[config.mk]
export PLATFORM = sky130hd
export DESIGN_NAME = mem_arbiter_flat
export DESIGN_NICKNAME = d
export VERILOG_FILES = /design/src/rtl/mem_arbiter_if.sv /design/src/rtl/mem_arbiter.sv /design/src/flat_wrapper.sv
export SDC_FILE = /design/constraint.sdc
export NUM_CORES = 1
export LEC_CHECK = 0
export ABC_AREA = 0
export CAP_MARGIN = 20
export CORE_UTILIZATION = 42
export CTS_BUF_LIST = sky130_fd_sc_hd__clkbuf_4 sky130_fd_sc_hd__clkbuf_8 sky130_fd_sc_hd__clkbuf_16
export DETAILED_ROUTE_END_ITERATION = 10
export PLACE_DENSITY = 0.75
export SLEW_MARGIN = 20
export SYNTH_ARGS = -nofsm -noshare
export SYNTH_HDL_FRONTEND = slang
export SYNTH_SLANG_ARGS = --single-unit
[constraint.sdc]
create_clock -name clk -period 9.8 [get_ports clk]
set_input_delay 1.96 -clock clk [delete_from_list [all_inputs] [get_ports clk]]
set_output_delay 1.96 -clock clk [all_outputs]
set_load 0.01 [all_outputs]
[src/rtl/mem_arbiter_if.sv]
// Bundle of the fetch port, data port and memory port of the unified
// memory arbiter. The arbiter uses the slave view; requesters and memory
// use the master view.
interface mem_arbiter_if #(
  parameter int ADDR_W = 32,
  parameter int DATA_W = 16
);
  // fetch port
  logic              if_req;
  logic [ADDR_W-1:0] if_addr;
  logic              if_gnt;
  logic              if_valid;
  logic [DATA_W-1:0] if_rdata;

  // data port
  logic                d_req;
  logic                d_we;
  logic                d_dbl;
  logic [ADDR_W-1:0]   d_addr;
  logic [2*DATA_W-1:0] d_wdata;
  logic                d_gnt;
  logic                d_valid;
  logic [2*DATA_W-1:0] d_rdata;

  // memory port
  logic              mem_r;
  logic              mem_wr;
  logic [ADDR_W-1:0] mem_addr_r;
  logic [ADDR_W-1:0] mem_addr_wr;
  logic [DATA_W-1:0] mem_wdata;
  logic [DATA_W-1:0] mem_rdata;

  logic              busy;

  modport slave (
    input  if_req, if_addr, d_req, d_we, d_dbl, d_addr, d_wdata, mem_rdata,
    output if_gnt, if_valid, if_rdata, d_gnt, d_valid, d_rdata,
    output mem_r, mem_wr, mem_addr_r, mem_addr_wr, mem_wdata, busy
  );

  modport master (
    output if_req, if_addr, d_req, d_we, d_dbl, d_addr, d_wdata, mem_rdata,
    input  if_gnt, if_valid, if_rdata, d_gnt, d_valid, d_rdata,
    input  mem_r, mem_wr, mem_addr_r, mem_addr_wr, mem_wdata, busy
  );
endinterface

[src/rtl/mem_arbiter.sv]
// Single-port arbiter in front of the unified instruction/data memory.
// Data requests normally win; a waiting fetch is forced through after
// STARVE_LIMIT back-to-back data grants. Double-word data accesses are
// split into two word transfers (high half at addr, low half at addr+1).
module mem_arbiter #(
  parameter int ADDR_W       = 32,
  parameter int DATA_W       = 16,
  parameter int STARVE_LIMIT = 4
) (
  input logic          clk,
  input logic          rst,
  mem_arbiter_if.slave bus
);
  localparam int              CNT_W = $clog2(STARVE_LIMIT + 1);
  localparam logic [CNT_W-1:0] LIMIT = CNT_W'(STARVE_LIMIT);

  typedef enum logic [1:0] {IDLE = 2'd0, ACC0 = 2'd1, ACC1 = 2'd2, RESP = 2'd3} state_t;

  state_t              state_reg, state_next;
  logic                owner_d_reg;   // 1 = data port owns the transfer
  logic                we_reg;
  logic                dbl_reg;
  logic [ADDR_W-1:0]   addr_reg;
  logic [2*DATA_W-1:0] wdata_reg;
  logic [CNT_W-1:0]    starve_reg;
  logic [DATA_W-1:0]   hold_reg;      // first word of a double read
  logic [DATA_W-1:0]   if_rdata_reg;
  logic [2*DATA_W-1:0] d_rdata_reg;

  logic              any_req;
  logic              starved;
  logic              fetch_win;
  logic [ADDR_W-1:0] addr_inc;

  assign any_req   = bus.if_req | bus.d_req;
  assign starved   = (starve_reg == LIMIT);
  assign fetch_win = bus.if_req & (~bus.d_req | starved);
  // second word address wraps naturally modulo 2^ADDR_W
  assign addr_inc  = addr_reg + ADDR_W'(1);

  // state register
  always_ff @(posedge clk or posedge rst) begin
    if (rst) state_reg <= IDLE;
    else     state_reg <= state_next;
  end

  // next-state logic
  always_comb begin
    state_next = state_reg;
    case (state_reg)
      IDLE:    if (any_req) state_next = ACC0;
      ACC0:    state_next = dbl_reg ? ACC1 : RESP;
      ACC1:    state_next = RESP;
      RESP:    state_next = IDLE;
      default: state_next = IDLE;
    endcase
  end

  // latch the winning request and update the starvation counter
  always_ff @(posedge clk or posedge rst) begin
    if (rst) begin
      owner_d_reg <= 1'b0;
      we_reg      <= 1'b0;
      dbl_reg     <= 1'b0;
      addr_reg    <= '0;
      wdata_reg   <= '0;
      starve_reg  <= '0;
    end else if (state_reg == IDLE && any_req) begin
      if (fetch_win) begin
        owner_d_reg <= 1'b0;
        we_reg      <= 1'b0;
        dbl_reg     <= 1'b0;
        addr_reg    <= bus.if_addr;
        wdata_reg   <= '0;
        starve_reg  <= '0;
      end else begin
        owner_d_reg <= 1'b1;
        we_reg      <= bus.d_we;
        dbl_reg     <= bus.d_dbl;
        addr_reg    <= bus.d_addr;
        wdata_reg   <= bus.d_wdata;
        if (!bus.if_req)  starve_reg <= '0;
        else if (!starved) starve_reg <= starve_reg + CNT_W'(1);
      end
    end
  end

  // capture read data; port rdata registers change only on their own read completion
  always_ff @(posedge clk or posedge rst) begin
    if (rst) begin
      hold_reg     <= '0;
      if_rdata_reg <= '0;
      d_rdata_reg  <= '0;
    end else if (!we_reg) begin
      if (state_reg == ACC0) begin
        if (!owner_d_reg)  if_rdata_reg <= bus.mem_rdata;
        else if (dbl_reg)  hold_reg     <= bus.mem_rdata;
        else               d_rdata_reg  <= {{DATA_W{1'b0}}, bus.mem_rdata};
      end else if (state_reg == ACC1) begin
        d_rdata_reg <= {hold_reg, bus.mem_rdata};
      end
    end
  end

  // outputs decoded from the current state and latched request
  always_comb begin
    bus.if_gnt      = 1'b0;
    bus.d_gnt       = 1'b0;
    bus.if_valid    = 1'b0;
    bus.d_valid     = 1'b0;
    bus.mem_r       = 1'b0;
    bus.mem_wr      = 1'b0;
    bus.mem_addr_r  = '0;
    bus.mem_addr_wr = '0;
    bus.mem_wdata   = '0;
    bus.if_rdata    = if_rdata_reg;
    bus.d_rdata     = d_rdata_reg;
    bus.busy        = (state_reg != IDLE);
    case (state_reg)
      ACC0: begin
        bus.if_gnt      = ~owner_d_reg;
        bus.d_gnt       = owner_d_reg;
        bus.mem_r       = ~we_reg;
        bus.mem_wr      = we_reg;
        bus.mem_addr_r  = addr_reg;
        bus.mem_addr_wr = addr_reg;
        if (we_reg) bus.mem_wdata = wdata_reg[2*DATA_W-1:DATA_W];
      end
      ACC1: begin
        bus.mem_r       = ~we_reg;
        bus.mem_wr      = we_reg;
        bus.mem_addr_r  = addr_inc;
        bus.mem_addr_wr = addr_inc;
        if (we_reg) bus.mem_wdata = wdata_reg[DATA_W-1:0];
      end
      RESP: begin
        bus.if_valid = ~owner_d_reg;
        bus.d_valid  = owner_d_reg;
      end
      default: ;
    endcase
  end
endmodule

[src/flat_wrapper.sv]
// flat-port wrapper written by rule: the top's interface ports become plain ports
module mem_arbiter_flat 
#(
  parameter int ADDR_W       = 32,
  parameter int DATA_W       = 16,
  parameter int STARVE_LIMIT = 4
)
  (clk, rst, bus_if_req, bus_if_addr, bus_d_req, bus_d_we, bus_d_dbl, bus_d_addr, bus_d_wdata, bus_mem_rdata, bus_if_gnt, bus_if_valid, bus_if_rdata, bus_d_gnt, bus_d_valid, bus_d_rdata, bus_mem_r, bus_mem_wr, bus_mem_addr_r, bus_mem_addr_wr, bus_mem_wdata, bus_busy);
  mem_arbiter_if #(.ADDR_W(ADDR_W), .DATA_W(DATA_W)) bus_i ();
  input logic clk;
  input logic rst;
  input wire logic [$bits(bus_i.if_req)-1:0] bus_if_req;
  input wire logic [$bits(bus_i.if_addr)-1:0] bus_if_addr;
  input wire logic [$bits(bus_i.d_req)-1:0] bus_d_req;
  input wire logic [$bits(bus_i.d_we)-1:0] bus_d_we;
  input wire logic [$bits(bus_i.d_dbl)-1:0] bus_d_dbl;
  input wire logic [$bits(bus_i.d_addr)-1:0] bus_d_addr;
  input wire logic [$bits(bus_i.d_wdata)-1:0] bus_d_wdata;
  input wire logic [$bits(bus_i.mem_rdata)-1:0] bus_mem_rdata;
  output wire logic [$bits(bus_i.if_gnt)-1:0] bus_if_gnt;
  output wire logic [$bits(bus_i.if_valid)-1:0] bus_if_valid;
  output wire logic [$bits(bus_i.if_rdata)-1:0] bus_if_rdata;
  output wire logic [$bits(bus_i.d_gnt)-1:0] bus_d_gnt;
  output wire logic [$bits(bus_i.d_valid)-1:0] bus_d_valid;
  output wire logic [$bits(bus_i.d_rdata)-1:0] bus_d_rdata;
  output wire logic [$bits(bus_i.mem_r)-1:0] bus_mem_r;
  output wire logic [$bits(bus_i.mem_wr)-1:0] bus_mem_wr;
  output wire logic [$bits(bus_i.mem_addr_r)-1:0] bus_mem_addr_r;
  output wire logic [$bits(bus_i.mem_addr_wr)-1:0] bus_mem_addr_wr;
  output wire logic [$bits(bus_i.mem_wdata)-1:0] bus_mem_wdata;
  output wire logic [$bits(bus_i.busy)-1:0] bus_busy;
  assign bus_i.if_req = bus_if_req;
  assign bus_i.if_addr = bus_if_addr;
  assign bus_i.d_req = bus_d_req;
  assign bus_i.d_we = bus_d_we;
  assign bus_i.d_dbl = bus_d_dbl;
  assign bus_i.d_addr = bus_d_addr;
  assign bus_i.d_wdata = bus_d_wdata;
  assign bus_i.mem_rdata = bus_mem_rdata;
  assign bus_if_gnt = bus_i.if_gnt;
  assign bus_if_valid = bus_i.if_valid;
  assign bus_if_rdata = bus_i.if_rdata;
  assign bus_d_gnt = bus_i.d_gnt;
  assign bus_d_valid = bus_i.d_valid;
  assign bus_d_rdata = bus_i.d_rdata;
  assign bus_mem_r = bus_i.mem_r;
  assign bus_mem_wr = bus_i.mem_wr;
  assign bus_mem_addr_r = bus_i.mem_addr_r;
  assign bus_mem_addr_wr = bus_i.mem_addr_wr;
  assign bus_mem_wdata = bus_i.mem_wdata;
  assign bus_busy = bus_i.busy;
  mem_arbiter #(.ADDR_W(ADDR_W), .DATA_W(DATA_W), .STARVE_LIMIT(STARVE_LIMIT)) u_core (.clk(clk), .rst(rst), .bus(bus_i));
endmodule
==> summary.md, run 1 <==
| Metric | Value |
|---|---|
| Worst setup SP type | `flop` |
| Diode count | `0` |
| DR vias/cell | `5.29` |
| Post-synthesis cell count | `749` |
| Worst Path Required | `7840 ps` |
| Busiest grt layer | `met2` |
| Routed Wire Length | `19500 um` |
| Drt wl/cell | `16.6 um` |
| Worst EP arrival | `3870 ps` |
| CTS tree | `built` |
| # fillers | `1403` |
| Die height | `133 um` |
| First-pass GRT wire length | `31800 um` |
| Clk_skew | `5.85 ps` |
| Worst R2R Setup Slack | `7380 ps` |
| Effective utilization at floorplan | `43.2%` |
| EDFF count, synth | `0` |
| P_leak | `4.21 nW` |
| DRC | `0` |
| Synth async-reset ratio | `100%` |
| CTS Buf Count | `17` |
| Clock transition at path regs | `60 ps` |
| Clk Latency, worst-skew pair | `420 ps` |
| Sequential share of power | `32.8%` |
| Fmax | `0.172 GHz` |
| Fraction of layout cells with a size suffix above 1 | `11.0%` |
| RSZ-0062 raised after global routing | `false` |
| Pint | `2.04 mW` |
| Largest net degree at the start of global routing | `91` |
| Final worst path period share | `59.5%` |
| Initial DRC count | `430` |
| Setup TNS | `0 ps` |
| Die ar. | `0.0177 mm^2` |
| Peak VDD IR | `0.163 mV` |
| Post-synthesis sequential area ratio | `47.3%` |
| P_sw | `1.24 mW` |
| Initial antenna violation count | `1` |
| Number of routed nets with antenna violations | `0` |
| Hold Buf Count CTS | `0` |
| Hold Vio Cnt, Final | `0` |
| Critical Path End Type | `output pin` |
| Syn_nets | `874` |
| Register bit count reported by yosys | `136` |
| Setup-violating endpoint count in the final report | `0` |
| Clock power frac | `19.7%` |
| Final core utilization | `61.3%` |
| Post-CTS Resized | `0` |
| Slew Limit Fails | `0` |
| Unique masters post-synth | `51` |
| Worst-Margin Slew | `1090 ps` |
| I/O Buffers | `252` |
| Final nets | `1066` |
| Post-synth top flop | `dfrtp_1` |
| Net Sw Frac | `37.9%` |
| Vias in the first global route | `6000` |
| Hold WS | `482 ps` |
| Logic pwr share | `47.5%` |
| Total track usage | `23.0%` |
| Clock sinks | `136` |
| GR Util met3 | `6.17%` |
| GR Overflow Total | `0` |
| Max Cap Violations | `0` |
| Syn Area/Cell | `9.61 um^2` |
| Tot Pwr | `3.28 mW` |
| Yosys warnings | `0` |
| HP Class | `flop to flop` |
| Ports | `253` |
| CP max FO | `28` |
| Buf/Inv on CP | `2` |
| Critical Path Max Stage Delay | `850 ps` |
| DRT Pass-1 Iters | `5` |
| Met1 Use GR | `28.2%` |
| Root Driver | `clkbuf_16` |
| H-tree depth | `4` |
| Detailed Place HPWL | `14000 um` |
| Post-route minimum period | `5830 ps` |
| Outcome | `finished, final reports clean` |
| # rows | `47` |
| Crit-path leading delay family | `adder cells` |
| Worst path slowest cell | `ha_1` |
| Core footprint | `0.0166 mm^2` |
| Mapped Area | `0.00719 mm^2` |
| CTS Buffer Depth | `2` |
| Max_slew headroom | `27.3%` |
| GPL Wtd Cong | `0.840` |
| Die X | `133 um` |
| Crit Path Class | `flop to output pin` |
| DR vias | `6213` |
| Syn-to-layout area delta | `41.9%` |
| Ordered list of cells on the worst path | `inv_1 > ha_1 > nand2_1 > o31ai_1 > clkdlybuf4s50_1` |
| Pwr per Cell Area | `321 mW/mm^2` |
| Postcts setup bufs | `0` |
| Global routing usage on met2 | `38.8%` |
metrics by stage:
step | area, um^2 | cells | worst slack, ps
after global routing | 10200 | 1174 | 3580
final | 10200 | 1174 | 3970
after detailed placement | 9610 | 1142 | 4450
after CTS | 10200 | 1174 | 3980
after floorplan | 7190 | 749 | 4200
after global placement | 9590 | 1141 | 4490
Yosys cell counts, types with 13 or more instances:
master / count / share of area (%)
mux2i_1: 33 / 4.6
a22o_1: 18 / 2.2
nor2_1: 29 / 1.5
buf_4: 34 / 3.5
nand4_1: 18 / 1.6
clkbuf_1: 40 / 2.1
nor3_1: 13 / 0.90
o21ai_0: 93 / 6.5
dfrtp_1: 136 / 47
mux2_2: 49 / 7.7
nand3_1: 16 / 1.1
a22oi_1: 19 / 2.0
nand2_1: 134 / 7.0
power groups by stage:
stage | Sequential (mW) | Clock, mW | Combinational (mW)
6_report | 1.07 | 0.645 | 1.56
3_3_place_gp | 1.07 | 0 | 1.54
4_1_cts | 1.07 | 0.658 | 1.58
5_1_grt | 1.12 | 0.680 | 1.71
3_5_place_dp | 1.08 | 0 | 1.57
2_1_floorplan | 1.03 | 0 | 0.949
tightest hold or removal path, cell delays in order, from the launching register on:
cell     delay, ps
dfrtp_1        340
nand2_1         50
o21ai_0         60
cells in the final DEF, fill, tap and decap left out, drive strengths merged, types with 3 or more instances in the layout:
master,count
a21boi,4
a21o,6
a21oi,3
a22o,18
a22oi,19
a31o,6
a31oi,10
a41oi,4
and2,7
and3,4
and4,4
buf,7
clkbuf,18
clkdlybuf4s50,252
clkinv,3
dfrtp,136
ha,7
inv,16
mux2,49
mux2i,33
nand2,134
nand3,17
nand4,19
nor2,29
nor2b,8
nor3,13
nor4,4
o21ai,95
o31ai,3
area by class of cell:
type                    count  area [um^2]  area share (%)
well taps                 220          275            2.70
clock buffers              18          439            4.30
multi-input cells         518         3310            32.4
flip-flops and latches    136         3400            33.3
inverters                   9         38.8           0.380
repair buffers            259         2580            25.3
clock inverters            14          161            1.58
worst paths after layout:
| check | from | endpoint | cells past startpoint |
|---|---|---|---|
| worst min register to register | u_core.wdata_reg[23]$_DFFE_PP0P_ | u_core.wdata_reg[23]$_DFFE_PP0P_ | 2 |
| min in group asynchronous | rst | u_core.addr_reg[11]$_DFFE_PP0P_ | 2 |
| worst min-delay path | u_core.wdata_reg[23]$_DFFE_PP0P_ | u_core.wdata_reg[23]$_DFFE_PP0P_ | 2 |
| max in group asynchronous | rst | u_core.bus.if_rdata[1]$_DFFE_PP0P_ | 3 |
| worst max-delay path | u_core.state_reg[0]$_DFFE_PP0P_ | bus_mem_addr_wr[12] | 5 |
| worst max register to register | u_core.state_reg[0]$_DFFE_PP0P_ | u_core.bus.d_rdata[0]$_DFFE_PP0P_ | 6 |
layer usage:
metal,part of all wire [%],vias up
li1,-,3018
met1,42,2952
met2,49,212
met3,6.6,29
met4,2.1,2
met5,0.067,-
cell families (layout without fill, tap and decap cells):
group	Yosys count	after routing	synth area share [%]
compound gates	176	176	15.4
xor+xnor	2	2	0.244
fa+ha+maj	7	7	1.22
buf+inv	95	300	6.92
flops	136	136	47.3
mux	82	82	12.3
simple gates	251	251	16.6
(Power assumes the default switching activity.)
==> run 2, diff against run 1 <==
Settings changed: CORE_UTILIZATION 42 to 41, PLACE_DENSITY 0.75 to 0.77.
Clock period 9.8 ns to 5.3 ns, I/O delays scaled along.
==> run 2 against run 1 <==
Power rose by 85%. Worst setup slack lost 3000 ps. Clock skew increased by 2.6 ps. Critical path depth rose by 2. Via count grew 0.87%. Sequential power up 86%. Utilization is 2.1 points lower. Sequential share of layout area barely moved. Flip-flop and latch count unchanged. Register-to-register slack got worse by 4900 ps. Non-clock buffer count up 3. Worst hold slack hardly changed. Critical endpoint is now bus_mem_addr_r[27]. Largest cell class unchanged. Largest power group unchanged.
==> summary.md, run 2 (synthesized netlist as in run 1, its figures left out) <==
| Metric | Value |
|---|---|
| Outcome | `finished, final reports clean` |
| DR vias/cell | `5.30` |
| Die height | `134 um` |
| Worst-Margin Slew | `1080 ps` |
| Critical Path End Type | `output pin` |
| Setup TNS | `0 ps` |
| # rows | `48` |
| Hold Buf Count CTS | `0` |
| Worst R2R End | `u_core.hold_reg[5]$_DFFE_PP0P_` |
| Die X | `134 um` |
| Placement Setup Slack | `1430 ps` |
| Clock transition at path regs | `60 ps` |
| Slew Limit Fails | `0` |
| # fillers | `1501` |
| I/O Buffers | `252` |
| Root Driver | `clkbuf_16` |
| P_leak | `4.22 nW` |
| Fmax | `0.231 GHz` |
| DRT Pass-1 Iters | `6` |
| Peak VDD IR | `0.326 mV` |
| Initial antenna violation count | `0` |
| Effective utilization at floorplan | `41.7%` |
| Number of routed nets with antenna violations | `0` |
| Ports | `253` |
| CP max FO | `28` |
| Most common cell after layout, fill and taps aside | `clkdlybuf4s50_1` |
| Setup-violating endpoint count in the final report | `0` |
| Worst hold path endpoint | `u_core.wdata_reg[9]$_DFFE_PP0P_` |
| DRC | `0` |
| Vias in the first global route | `5981` |
| Clk Latency, worst-skew pair | `420 ps` |
| Design area | `0.0102 mm^2` |
| HP Class | `flop to flop` |
| Worst setup margin | `966 ps` |
| Initial DRC count | `377` |
| Post-Place Cell Area | `0.00963 mm^2` |
| RR Startpoint | `u_core.state_reg[1]$_DFFE_PP0P_` |
| Worst r2r path cells | `5` |
| Post-CTS Resized | `0` |
| Final nets | `1069` |
| Syn-to-layout area delta | `42.0%` |
| WHS Path Cells | `2` |
| GPL Wtd Cong | `0.877` |
| Worst Path Required | `4240 ps` |
| Core footprint | `0.0172 mm^2` |
| Routed Wire Length | `19800 um` |
| RSZ-0062 raised after global routing | `false` |
| Postcts setup bufs | `0` |
| Total track usage | `22.3%` |
| Detailed Place HPWL | `14200 um` |
| CTS tree | `built` |
| Pwr per Cell Area | `592 mW/mm^2` |
| Worst EP arrival | `3270 ps` |
| Final worst path period share | `81.8%` |
| Max Cap Violations | `0` |
| Largest net degree at the start of global routing | `65` |
| Worst R2R Setup Slack | `2430 ps` |
| Crit Path Class | `flop to output pin` |
| Clock sinks | `136` |
| First-pass GRT wire length | `31300 um` |
| Clk_skew | `8.43 ps` |
| Max_slew headroom | `28.3%` |
| Most frequent cells in the layout | `clkdlybuf4s50_1, dfrtp_1, nand2_1, o21ai_0, mux2_2` |
| Die ar. | `0.0181 mm^2` |
| DR vias | `6267` |
| Fraction of layout cells with a size suffix above 1 | `11.3%` |
| Diode count | `0` |
| Hold Path Origin | `u_core.wdata_reg[9]$_DFFE_PP0P_` |
| Post-route minimum period | `4330 ps` |
| Hold WS | `482 ps` |
| H-tree depth | `4` |
| Hold Vio Cnt, Final | `0` |
| GR Overflow Total | `0` |
| Drt wl/cell | `16.7 um` |
| Worst setup SP type | `flop` |
| CTS Buf Count | `17` |
| CTS Buffer Depth | `2` |
[run 2: cell count changes in the layout (fill, tap and decap cells not counted), moves of 2 or more]
cell and delta:
bufinv_16 -2, clkinv_8 +2, inv_8 +6, buf_4 +4
clkinv_4 -2
[run 2: metrics by stage]
step                      power [mW]  std cells  util [%]
final                           6.04       1182      59.3
after global routing            6.47       1182      59.3
after CTS                       6.11       1182      59.3
after detailed placement        4.92       1150      55.9
after global placement          4.83       1150      55.9
after floorplan                 3.66        749         -
[run 2: critical path, stage by stage, from the launching register on]
cell and delay, ps:
dfrtp_1 410, inv_1 80, ha_1 480, nand2_1 600, nor3_1 390, a32oi_1 130, o21ai_0 160, clkdlybuf4s50_1 590
[run 2: cell type report]
class / count / area (um^2) / share of cell area [%]
flip-flops and latches: 136 / 3400 / 33.3
clock buffers: 17 / 425 / 4.16
well taps: 225 / 282 / 2.76
repair buffers: 262 / 2600 / 25.4
clock inverters: 15 / 163 / 1.59
inverters: 9 / 38.8 / 0.380
multi-input cells: 518 / 3310 / 32.4
[run 2: worst max path at each step]
stage	startpoint	to	depth (start not counted)
floorplan	rst	u_core.addr_reg[0]$_DFFE_PP0P_	1
global placement	u_core.state_reg[0]$_DFFE_PP0P_	bus_mem_addr_wr[31]	6
detailed placement	u_core.state_reg[0]$_DFFE_PP0P_	bus_mem_addr_r[27]	7
CTS	u_core.state_reg[0]$_DFFE_PP0P_	bus_mem_addr_r[27]	7
global route	u_core.state_reg[0]$_DFFE_PP0P_	bus_mem_addr_r[27]	7
finish	u_core.state_reg[0]$_DFFE_PP0P_	bus_mem_addr_r[27]	7
[run 2: layer usage]
metal  routed length (um)  track usage [%]  vias to the layer above
met5                    0                0                        -
met4                  414             8.24                        0
met3                 1420             5.97                       26
met2                 9780             37.4                      243
met1                 8140             27.6                     2982
li1                     -                -                     3016
[run 2: where the power goes]
group / total, mW / switching, mW / internal [mW]
registers: 1.99 / 0.456 / 1.54
logic: 2.89 / 1.38 / 1.52
clock network: 1.16 / 0.525 / 0.635
==> run 3, diff against run 2 <==
Settings changed: CORE_UTILIZATION 41 to 42, PLACE_DENSITY 0.77 to 0.75.
Clock period 5.3 ns to 4 ns, I/O delays scaled along.
==> run 3 against run 2 <==
Power up 35%. Critical path depth down 1. Register-to-register slack worse by 930 ps. Cell area up 1.3%. Sequential share of layout area down 0.43 points. Worst setup slack worse by 730 ps. Clock power up 40%.
==> summary.md, run 3 (synthesized netlist as in run 1, its figures left out) <==
| Metric | Value |
|---|---|
| Outcome | `finished, final reports clean` |
| Core footprint | `0.0166 mm^2` |
| Largest net degree at the start of global routing | `119` |
| Post-CTS Resized | `0` |
| Hold Vio Cnt, Final | `0` |
| First-pass GRT wire length | `31600 um` |
| Initial antenna violation count | `0` |
| Die ar. | `0.0177 mm^2` |
| Die height | `133 um` |
| Most common cell after layout, fill and taps aside | `clkdlybuf4s50_1` |
| GPL Wtd Cong | `0.867` |
| Post-route minimum period | `3770 ps` |
| Worst-Margin Slew | `919 ps` |
| CTS Buf Count | `17` |
| CP max FO | `8` |
| Ordered list of cells on the worst path | `ha_1 > nand4_2 > nor4_4 > nand3_1 > o31ai_1 > clkdlybuf4s50_1` |
| DRT Pass-1 Iters | `6` |
| Detailed Place HPWL | `14200 um` |
| # placed instances | `1154` |
| Max_slew headroom | `38.4%` |
| Root Driver | `clkbuf_16` |
| Final nets | `1078` |
| DR vias | `6268` |
| Setup-violating endpoint count in the final report | `0` |
| # rows | `47` |
| Hold Buf Count CTS | `0` |
| Clock transition at path regs | `70 ps` |
| Slew Limit Fails | `0` |
| Hold WS | `481 ps` |
| Pwr per Cell Area | `788 mW/mm^2` |
| Clk_skew | `8.13 ps` |
| CTS tree | `built` |
| Diode count | `0` |
| CTS Buffer Depth | `2` |
| Final worst path period share | `94.2%` |
| Vias in the first global route | `5917` |
| Routed Wire Length | `19800 um` |
| Initial DRC count | `364` |
| Total track usage | `22.8%` |
| Postcts setup bufs | `0` |
| Fmax | `0.266 GHz` |
| Clk Latency, worst-skew pair | `420 ps` |
| RSZ-0062 raised after global routing | `false` |
| DRC | `0` |
| Critical Path End Type | `output pin` |
| Design area | `0.0103 mm^2` |
| Critical Path Max Stage Delay | `610 ps` |
| Max Cap Violations | `0` |
| Most frequent cells in the layout | `clkdlybuf4s50_1, dfrtp_1, nand2_1, o21ai_0, mux2_2` |
| Worst setup SP type | `flop` |
| HP Class | `flop to flop` |
| I/O Buffers | `252` |
| Fraction of layout cells with a size suffix above 1 | `12.1%` |
| P_leak | `4.29 nW` |
| Non-Filler Instances | `1186` |
| Syn-to-layout area delta | `43.8%` |
| Peak VDD IR | `0.596 mV` |
| Effective utilization at floorplan | `43.2%` |
| Worst path slowest cell | `clkdlybuf4s50_1` |
| Crit Path Class | `flop to output pin` |
| Drt wl/cell | `16.7 um` |
| H-tree depth | `4` |
| Footprint of the multi-input gates | `0.00331 mm^2` |
| Worst EP arrival | `2970 ps` |
| Die X | `133 um` |
| Number of routed nets with antenna violations | `0` |
| Worst Path Required | `3200 ps` |
| GR Overflow Total | `0` |
| Setup TNS | `0 ps` |
| DR vias/cell | `5.28` |
| Placement Setup Slack | `651 ps` |
| Worst setup margin | `234 ps` |
| Clock sinks | `136` |
| Register area | `0.00340 mm^2` |
| # fillers | `1447` |
| Post-Place Cell Area | `0.00972 mm^2` |
| Ports | `253` |
[run 3: cell types whose count changed in the layout (fill, tap and decap cells not counted)]
cell,delta
inv_8,-1
bufinv_16,+1
clkinv_8,+2
buf_12,+3
inv_6,-3
buf_4,+6
clkinv_4,+1
[run 3: final timing paths]
check | from | end | slack (ps) | cells past startpoint
max | u_core.addr_reg[0]$_DFFE_PP0P_ | bus_mem_addr_r[22] | 230 | 6
min | u_core.wdata_reg[9]$_DFFE_PP0P_ | u_core.wdata_reg[9]$_DFFE_PP0P_ | 480 | 2
max reg2reg | u_core.state_reg[1]$_DFFE_PP0P_ | u_core.bus.d_rdata[6]$_DFFE_PP0P_ | 1500 | 6
min reg2reg | u_core.wdata_reg[9]$_DFFE_PP0P_ | u_core.wdata_reg[9]$_DFFE_PP0P_ | 480 | 2
max in group asynchronous | rst | u_core.wdata_reg[16]$_DFFE_PP0P_ | 2290 | 3
min in group asynchronous | rst | u_core.addr_reg[10]$_DFFE_PP0P_ | 750 | 2
[run 3: critical path, delay by kind of cell (launching register included)]
| family | cells | cell delay [ps] |
|---|---|---|
| AND/OR/NAND/NOR | 3 | 850 |
| buffers and inverters | 1 | 610 |
| flip-flops | 1 | 460 |
| AO/OA/AOI/OAI | 1 | 330 |
| adder cells (fa/ha/maj) | 1 | 290 |
[run 3: metrics by stage]
stage	total power [mW]	utilization [%]
global placement	6.45	58.4
detailed placement	6.57	58.4
finish	8.16	62.2
floorplan	4.85	-
CTS	8.22	62.2
global route	8.69	62.2
[run 3: layout make-up]
class / instances / area share (%)
Multi-Input combinational cell: 518 / 31.9
Sequential cell: 136 / 32.9
Inverter: 9 / 0.363
Clock buffer: 17 / 4.11
Tap cell: 220 / 2.66
Clock inverter: 15 / 1.91
Timing Repair Buffer: 271 / 26.1
[run 3: per-layer routing]
| layer | GRT usage [%] | wire length, um |
|---|---|---|
| met1 | 27.8 | 8210 |
| met2 | 38.5 | 9780 |
| met3 | 6.28 | 1460 |
| met4 | 8.75 | 369 |
| met5 | 0 | 0 |
[run 3: power by group]
| group | total [mW] | leakage, nW | switching [mW] | internal (mW) |
|---|---|---|---|---|
| logic | 3.92 | 2.31 | 1.85 | 2.07 |
| registers | 2.62 | 1.67 | 0.586 | 2.03 |
| clock network | 1.62 | 0.305 | 0.710 | 0.908 |
